## config.mk

```make
export PLATFORM = sky130hd
export DESIGN_NAME = reg_writeback_arbiter
export DESIGN_NICKNAME = d
export VERILOG_FILES = /design/src/rtl/rf_pkg.sv /design/src/rtl/wb_fifo.sv /design/src/rtl/reg_writeback_arbiter.sv
export SDC_FILE = /design/constraint.sdc
export NUM_CORES = 1
export LEC_CHECK = 0
export ABC_AREA = 1
export BUFFER_PORTS_ARGS = -buffer_cell sky130_fd_sc_hd__buf_2
export CAP_MARGIN = 10
export CORE_UTILIZATION = 40
export CTS_CLUSTER_SIZE = 10
export DETAILED_ROUTE_END_ITERATION = 12
export GPL_TIMING_DRIVEN = 0
export MAX_ROUTING_LAYER = met4
export PLACE_DENSITY_LB_ADDON = 0.08
export SETUP_SLACK_MARGIN = 0.1
export SLEW_MARGIN = 25
export SYNTH_ARGS = -nofsm -noshare
export SYNTH_HDL_FRONTEND = slang
export SYNTH_SLANG_ARGS = --single-unit
```

## constraint.sdc

```tcl
create_clock -name CLK -period 4 [get_ports CLK]
set_clock_uncertainty 0.1 [all_clocks]
set_input_delay 0.4 -clock CLK [delete_from_list [all_inputs] [get_ports CLK]]
set_output_delay 0.4 -clock CLK [all_outputs]
set_load 0.05 [all_outputs]
```

## src/rtl/rf_pkg.sv

```systemverilog
// Shared register-file definitions: widths, write-back request record and
// the source selector used by the write-back arbiter.
package rf_pkg;

  localparam int XLEN     = 32;
  localparam int REG_AW   = 5;
  localparam int NUM_REGS = 32;

  // One pending register-file write: destination and value.
  typedef struct packed {
    logic [REG_AW-1:0] rd;
    logic [XLEN-1:0]   data;
  } wb_req_t;

  // Which producer owns the write port in a given cycle.
  typedef enum logic [1:0] {
    SRC_NONE = 2'd0,
    SRC_ALU  = 2'd1,
    SRC_LD   = 2'd2
  } wb_src_e;

endpackage

```

## src/rtl/wb_fifo.sv

```systemverilog
// Small synchronous FIFO of write-back requests for buffered load results.
// The head entry is read combinationally so the arbiter can drain it in the
// same cycle it decides to; an entry pushed this cycle is not visible at the
// head until the following cycle.
module wb_fifo
  import rf_pkg::*;
#(
  parameter int DEPTH = 2
) (
  input  logic                         clk,
  input  logic                         rst_n,
  input  logic                         push,
  input  wb_req_t                      push_req,
  input  logic                         pop,
  output wb_req_t                      head,
  output logic [$clog2(DEPTH+1)-1:0]   count,
  output logic                         full,
  output logic                         empty
);

  localparam int CW = $clog2(DEPTH + 1);
  localparam int PW = (DEPTH > 1) ? $clog2(DEPTH) : 1;

  wb_req_t        mem [DEPTH];
  logic [PW-1:0]  wr_ptr_q, wr_ptr_d;
  logic [PW-1:0]  rd_ptr_q, rd_ptr_d;
  logic [CW-1:0]  count_q, count_d;
  logic           do_push, do_pop;

  // Pointers wrap explicitly so non-power-of-two depths keep strict order.
  function automatic logic [PW-1:0] ptr_inc(input logic [PW-1:0] p);
    return (p == PW'(DEPTH - 1)) ? '0 : p + 1'b1;
  endfunction

  assign full    = (count_q == CW'(DEPTH));
  assign empty   = (count_q == '0);
  assign count   = count_q;
  assign head    = mem[rd_ptr_q];
  assign do_push = push && !full;
  assign do_pop  = pop && !empty;

  // Next-state for pointers and occupancy.
  always_comb begin
    wr_ptr_d = wr_ptr_q;
    rd_ptr_d = rd_ptr_q;
    count_d  = count_q;
    if (do_push) wr_ptr_d = ptr_inc(wr_ptr_q);
    if (do_pop)  rd_ptr_d = ptr_inc(rd_ptr_q);
    case ({do_push, do_pop})
      2'b10:   count_d = count_q + 1'b1;
      2'b01:   count_d = count_q - 1'b1;
      default: count_d = count_q;
    endcase
  end

  // Pointer/occupancy registers; reset flushes any buffered entries.
  always_ff @(posedge clk or negedge rst_n) begin
    if (!rst_n) begin
      wr_ptr_q <= '0;
      rd_ptr_q <= '0;
      count_q  <= '0;
    end else begin
      wr_ptr_q <= wr_ptr_d;
      rd_ptr_q <= rd_ptr_d;
      count_q  <= count_d;
    end
  end

  // Storage array; contents need no reset since occupancy gates visibility.
  always_ff @(posedge clk) begin
    if (do_push) mem[wr_ptr_q] <= push_req;
  end

endmodule

```

## src/rtl/reg_writeback_arbiter.sv

```systemverilog
// Single write-port driver for the integer register file. ALU results win
// the port by default; buffered load results take idle slots, and a head
// that has lost STARVE_MAX times in a row is forced through (stalling the
// ALU). A per-register busy scoreboard tracks outstanding loads.
module reg_writeback_arbiter
  import rf_pkg::*;
#(
  parameter int M          = 31,
  parameter int DEPTH      = 2,
  parameter int STARVE_MAX = 4
) (
  input  logic                CLK,
  input  logic                RST_N,
  input  logic                ALU_VALID,
  input  logic [REG_AW-1:0]   ALU_RD,
  input  logic [M:0]          ALU_DATA,
  output logic                STALL,
  input  logic                LD_VALID,
  output logic                LD_READY,
  input  logic [REG_AW-1:0]   LD_RD,
  input  logic [M:0]          LD_DATA,
  input  logic                ISSUE_VALID,
  input  logic [REG_AW-1:0]   ISSUE_RD,
  output logic                EN,
  output logic [REG_AW-1:0]   WA,
  output logic [M:0]          WD,
  output logic [NUM_REGS-1:0] BUSY
);

  localparam int CW = $clog2(DEPTH + 1);
  localparam int AW = (STARVE_MAX > 0) ? $clog2(STARVE_MAX + 1) : 1;

  logic [CW-1:0]       fifo_count;
  logic                fifo_full, fifo_empty;
  wb_req_t             fifo_head, push_req;
  logic                push, pop;
  wb_src_e             src;
  logic                force_drain, alu_write;

  logic [AW-1:0]       age_q, age_d;
  logic                en_q, en_d;
  logic [REG_AW-1:0]   wa_q, wa_d;
  logic [M:0]          wd_q, wd_d;
  logic [NUM_REGS-1:0] busy_q, busy_d;

  // Loads to r0 complete their handshake but are dropped here.
  assign LD_READY = (fifo_count < CW'(DEPTH));
  assign push     = LD_VALID && LD_READY && (LD_RD != '0);
  assign push_req = '{rd: LD_RD, data: XLEN'(LD_DATA)};

  wb_fifo #(.DEPTH(DEPTH)) u_fifo (
    .clk      (CLK),
    .rst_n    (RST_N),
    .push     (push),
    .push_req (push_req),
    .pop      (pop),
    .head     (fifo_head),
    .count    (fifo_count),
    .full     (fifo_full),
    .empty    (fifo_empty)
  );

  // Pick the write-port owner: starved load, then ALU, then any load.
  always_comb begin
    force_drain = !fifo_empty && (age_q == AW'(STARVE_MAX));
    alu_write   = ALU_VALID && (ALU_RD != '0);
    src         = SRC_NONE;
    STALL       = 1'b0;
    if (force_drain) begin
      src   = SRC_LD;
      STALL = ALU_VALID;
    end else if (alu_write) begin
      src = SRC_ALU;
    end else if (!fifo_empty) begin
      src = SRC_LD;
    end
    pop = (src == SRC_LD);
  end

  // Next write-port values and head age; address/data hold when idle.
  always_comb begin
    en_d = (src != SRC_NONE);
    wa_d = wa_q;
    wd_d = wd_q;
    case (src)
      SRC_ALU: begin
        wa_d = ALU_RD;
        wd_d = ALU_DATA;
      end
      SRC_LD: begin
        wa_d = fifo_head.rd;
        wd_d = (M + 1)'(fifo_head.data);
      end
      default: ;
    endcase
    if (fifo_empty || pop)
      age_d = '0;
    else if (age_q != AW'(STARVE_MAX))
      age_d = age_q + 1'b1;
    else
      age_d = age_q;
  end

  // Scoreboard bits: a new issue beats a same-cycle drain; r0 never busy.
  for (genvar gi = 0; gi < NUM_REGS; gi++) begin : g_busy
    if (gi == 0) begin : g_zero
      assign busy_d[gi] = 1'b0;
    end else begin : g_reg
      logic set_hit, clr_hit;
      assign set_hit    = ISSUE_VALID && (ISSUE_RD == REG_AW'(gi));
      assign clr_hit    = pop && (fifo_head.rd == REG_AW'(gi));
      assign busy_d[gi] = set_hit | (busy_q[gi] & ~clr_hit);
    end
  end

  // Output, age and scoreboard registers.
  always_ff @(posedge CLK or negedge RST_N) begin
    if (!RST_N) begin
      en_q   <= 1'b0;
      wa_q   <= '0;
      wd_q   <= '0;
      age_q  <= '0;
      busy_q <= '0;
    end else begin
      en_q   <= en_d;
      wa_q   <= wa_d;
      wd_q   <= wd_d;
      age_q  <= age_d;
      busy_q <= busy_d;
    end
  end

  assign EN   = en_q;
  assign WA   = wa_q;
  assign WD   = wd_q;
  assign BUSY = busy_q;

endmodule

```

==> summary.txt <==
Detailed routing
  • First-iteration detailed-routing DRC count: 286
  • Post-detailed-route wirelength per cell: 15.3 um
  • Per-cell via count in the routed design: 4.79
  • Post-route DRC violation count: 0
  • Total via count in the routed design: slightly above 5,000
  • Total wire length: 16,400 um
  • Count of nets left with antenna violations after detail routing: 0
  • DR pass1 iterations: 4

Final layout
  • Fill cells: 1,482
  • Share of post-route cells with drive strength above 1: 28.3%
  • Layout Area Growth over Synthesis: 26.4%
  • Number of nets in the final layout: between 900 and 1,000

Clocking
  • Worst-Skew Late Latency: approximately 0.42 ns
  • CTS max path bufs: 2
  • CTS sink cnt: 150
  • Gates resized, CTS repair: 0
  • CTS clock-pin slew for the worst setup and hold paths: around 0.060 ns
  • CTS root buffer: sky130_fd_sc_hd__clkbuf_16
  • Level count of the clock H-tree: 4
  • Clock tree from TritonCTS: done
  • TritonCTS buffer count: 17

Pwr
  • Maximum vdd drop: just under 0.5 mV
  • Static Leakage: roughly 4 nW
  • Areal power density over the cells: just under 900 nW/um^2

Die
  • Die Outline Area: between 15,000 and 20,000 um^2
  • Initial core utilization: between 40% and 50%
  • Number of top-level pins: about 160
  • Height of the die: 131 um
  • Area of the core: around 16,000 um^2
  • Cell row count: 46
  • Die Width: roughly 130 um

GRT
  • Initial antenna violation count: 2
  • Wire length of the first global-routing pass: ~27,000 um
  • Vias in the first global route: between 5,000 and 6,000
  • Global Route Usage Sum: between 20% and 30%
  • Grt total ovfl: 0
  • Largest net degree at the start of global routing: 48

Min path
  • Worst Hold End: u_fifo.mem[1][13]
  • Classification of the worst-slack hold path: in2reg
  • Worst Min Path Start: LD_DATA[13]
  • Number of instances on the worst hold path: 1

Critical path
  • Most repeated library cell on the critical path: sky130_fd_sc_hd__nor2_1
  • Largest delay contributor family on the critical path: buffers and inverters
  • Launching point of the worst reg2reg path: age_q[0]
  • Crit path buffers/inverters: 3
  • Slowest Stage Delay on Critical Path: 0.39 ns
  • Critical Path RT: between 3 and 4 ns
  • Setup crit start kind: flop
  • Slowest cell on crit path: sky130_fd_sc_hd__dfrtp_1
  • Critical path fanouts, max: 10
  • Worst Path Arrival: around 1.9 ns
  • Path depth of the worst reg2reg path: 11
  • Endpoint type of the worst setup path: primary output
  • End of the worst register-to-register path: u_fifo.count[1]
  • Reg-to-reg slack, setup: ~1.7 ns
  • Critical Setup Path Class: reg2out
  • Cell-by-cell trace of the critical path: nor2_1, inv_2, clkbuf_1, nand2_1, nor2_1, buf_2

Place
  • Half-perimeter wire length of the detailed placement result: between 10,000 and 15,000 um
  • Post-place setup slack: about 1.7 ns
  • Global placer's final weighted congestion: roughly 0.86
  • Number of I/O port buffers: roughly 150

Flow run
  • Count of maximum capacitance violations: 0

Logic synthesis
  • Fraction of synthesis flops using an asynchronous set or reset pin: ~50%
  • Synthesized area: 6670 um^2
  • Share of the synthesized area in the top cell type: 33.3%
  • Synthesized area per cell: 10.1 um^2
  • Most used flip-flop cell after synthesis: sky130_fd_sc_hd__dfrtp_1
  • Yosys warning total: 0
  • Most instantiated library cell after synthesis: sky130_fd_sc_hd__nand2_1
  • Synth area leader: sky130_fd_sc_hd__edfxtp_1
  • Mapped Cells: approximately 660
  • Post-synthesis cell type count: 28
  • Top area cells in the synthesized netlist: sky130_fd_sc_hd__edfxtp_1 33%, sky130_fd_sc_hd__dfrtp_1 29%, sky130_fd_sc_hd__nand2_1 11%
  • Share of synthesized area occupied by flip-flops and latches: between 60% and 70%
  • Ranking of synthesized cells by instance count: 195 x sky130_fd_sc_hd__nand2_1, 108 x sky130_fd_sc_hd__nand3_1, 76 x sky130_fd_sc_hd__dfrtp_1
  • Number of synthesized register bits: 150
  • Number of enable flip-flop cells after synthesis: 74
  • Net count after synthesis: 749

STA
  • Final hold violations: 0
  • Tightest Pin Transition: between 0.6 and 0.7 ns
  • Final min period: 2.39 ns
  • Setup Viol. Count Final: 0
  • Setup TNS: 0 ns
  • Post-route clock period utilization: between 50% and 60%
  • Tightest slew margin relative to the limit: about 55%
  • Total count of max-transition violations in the final report: 0
  • Unrepaired setup endpoints after global routing: no
  • Final critical-path setup slack: between 1.5 and 2 ns
  • Highest clock frequency the design can meet: 419 MHz

Outcome
  • Result of the run: finished, final reports clean
-- state kept, by name, summed over array words and instances (netlist names), 2 cells and up --
| register | cells |
|---|---|
| u_fifo.mem | 74 |
| u_fifo.count | 2 |
| BUSY | 31 |
| WD | 32 |
| WA | 5 |
| age_q | 3 |
-- per-stage QoR --
stage,total power [mW],utilization (%),std cells,instance area (um^2),hold slack (ns)
6_report,7.49,52.5,1070,8430,0.0586
4_1_cts,7.56,52.5,1068,8430,0.0451
2_1_floorplan,4.99,-,662,6670,0.00441
3_5_place_dp,5.92,48.6,1035,7810,0.271
3_3_place_gp,5.82,48.0,1032,7710,0.348
5_1_grt,7.93,52.5,1070,8430,0.0439
-- how the worst max path moves through the flow --
stage | depth (start not counted) | endpoint | startpoint
global placement | 5 | u_fifo.mem[0][2] | LD_RD[1]
CTS | 6 | STALL | u_fifo.count[0]
detailed placement | 11 | u_fifo.count[1] | age_q[0]
global route | 11 | u_fifo.count[1] | age_q[0]
finish | 6 | STALL | u_fifo.count[0]
floorplan | 3 | u_fifo.mem[0][0] | u_fifo.count[1]
-- worst register-to-register path, stage by stage, from the launching register on --
cell and delay [ns]:
sky130_fd_sc_hd__dfrtp_1 0.37, sky130_fd_sc_hd__inv_1 0.06, sky130_fd_sc_hd__ha_1 0.19, sky130_fd_sc_hd__nand2_1 0.09, sky130_fd_sc_hd__nand3_1 0.10, sky130_fd_sc_hd__nand2_1 0.25, sky130_fd_sc_hd__buf_2 0.30, sky130_fd_sc_hd__inv_1 0.08
sky130_fd_sc_hd__ha_1 0.30, sky130_fd_sc_hd__a21oi_1 0.11, sky130_fd_sc_hd__o21ai_0 0.11, sky130_fd_sc_hd__xor2_1 0.15
-- repair_timing --
action                                 in CTS  in global routing
setup endpoints to repair                   0                  0
hold buffers                                1                  0
endpoints found under the hold margin      29                  0
buffers inserted                            0                  0
-- logic make-up after synthesis --
| family | after synthesis | share of synthesized area, % |
|---|---|---|
| fa+ha+maj | 3 | 0.563 |
| flops | 150 | 61.8 |
| compound gates | 34 | 2.61 |
| mux | 32 | 4.80 |
| xor+xnor | 5 | 0.657 |
| other cells | 1 | 0.0562 |
| simple gates | 349 | 23.7 |
| buf+inv | 88 | 5.80 |
-- layout by cell type (no fill, tap or decap), types with 2 or more instances in the layout --
cell | Yosys | routed
sky130_fd_sc_hd__mux2i_1 | 32 | 32
sky130_fd_sc_hd__o21ai_0 | 2 | 2
sky130_fd_sc_hd__xnor2_1 | 2 | 2
sky130_fd_sc_hd__inv_6 | 0 | 4
sky130_fd_sc_hd__ha_1 | 3 | 3
sky130_fd_sc_hd__o21ai_1 | 30 | 30
sky130_fd_sc_hd__diode_2 | 0 | 2
sky130_fd_sc_hd__nand2_4 | 3 | 3
sky130_fd_sc_hd__clkbuf_16 | 0 | 18
sky130_fd_sc_hd__bufinv_16 | 0 | 2
sky130_fd_sc_hd__nor2_8 | 4 | 4
sky130_fd_sc_hd__nor2_4 | 4 | 6
sky130_fd_sc_hd__or2_2 | 2 | 2
sky130_fd_sc_hd__clkbuf_2 | 2 | 2
sky130_fd_sc_hd__buf_16 | 0 | 3
sky130_fd_sc_hd__clkbuf_1 | 5 | 5
sky130_fd_sc_hd__nor2_1 | 28 | 26
sky130_fd_sc_hd__edfxtp_1 | 74 | 74
sky130_fd_sc_hd__inv_1 | 50 | 50
sky130_fd_sc_hd__xor2_1 | 3 | 3
sky130_fd_sc_hd__buf_4 | 5 | 6
sky130_fd_sc_hd__buf_2 | 18 | 171
sky130_fd_sc_hd__nand3_1 | 108 | 108
sky130_fd_sc_hd__clkinvlp_4 | 0 | 2
sky130_fd_sc_hd__inv_4 | 2 | 2
sky130_fd_sc_hd__nand2_1 | 195 | 195
sky130_fd_sc_hd__inv_2 | 5 | 5
sky130_fd_sc_hd__clkinv_4 | 0 | 2
sky130_fd_sc_hd__clkinv_2 | 0 | 2
sky130_fd_sc_hd__dfrtp_1 | 76 | 76
sky130_fd_sc_hd__nand2_2 | 4 | 4
-- area by class of cell --
cell class,count,area (um^2),share of cell area [%]
Multi-Input combinational cell,424,2170,25.8
Clock inverter,13,141,1.68
Timing Repair Buffer,158,866,10.3
Antenna cell,2,5.00,0.0594
Tap cell,216,270,3.21
Sequential cell,150,4120,48.9
Clock buffer,19,464,5.51
Inverter,57,219,2.60
Buffer,31,168,1.99
-- routing by layer --
metal / global-route usage [%] / up-vias / part of all wire, %
met1: 25.8 / 2417 / 44
met2: 34.4 / 151 / 50
met3: 5.40 / 18 / 5.6
li1: - / 2538 / -
met4: 5.75 / 0 / 1.1
met5: - / - / 0
-- power breakdown --
part	internal [mW]	leakage (nW)	switching, mW
clock	0.978	0.293	0.649
sequential	2.16	1.58	0.239
combinational	0.864	2.15	2.60
(Power assumes the default switching activity.)
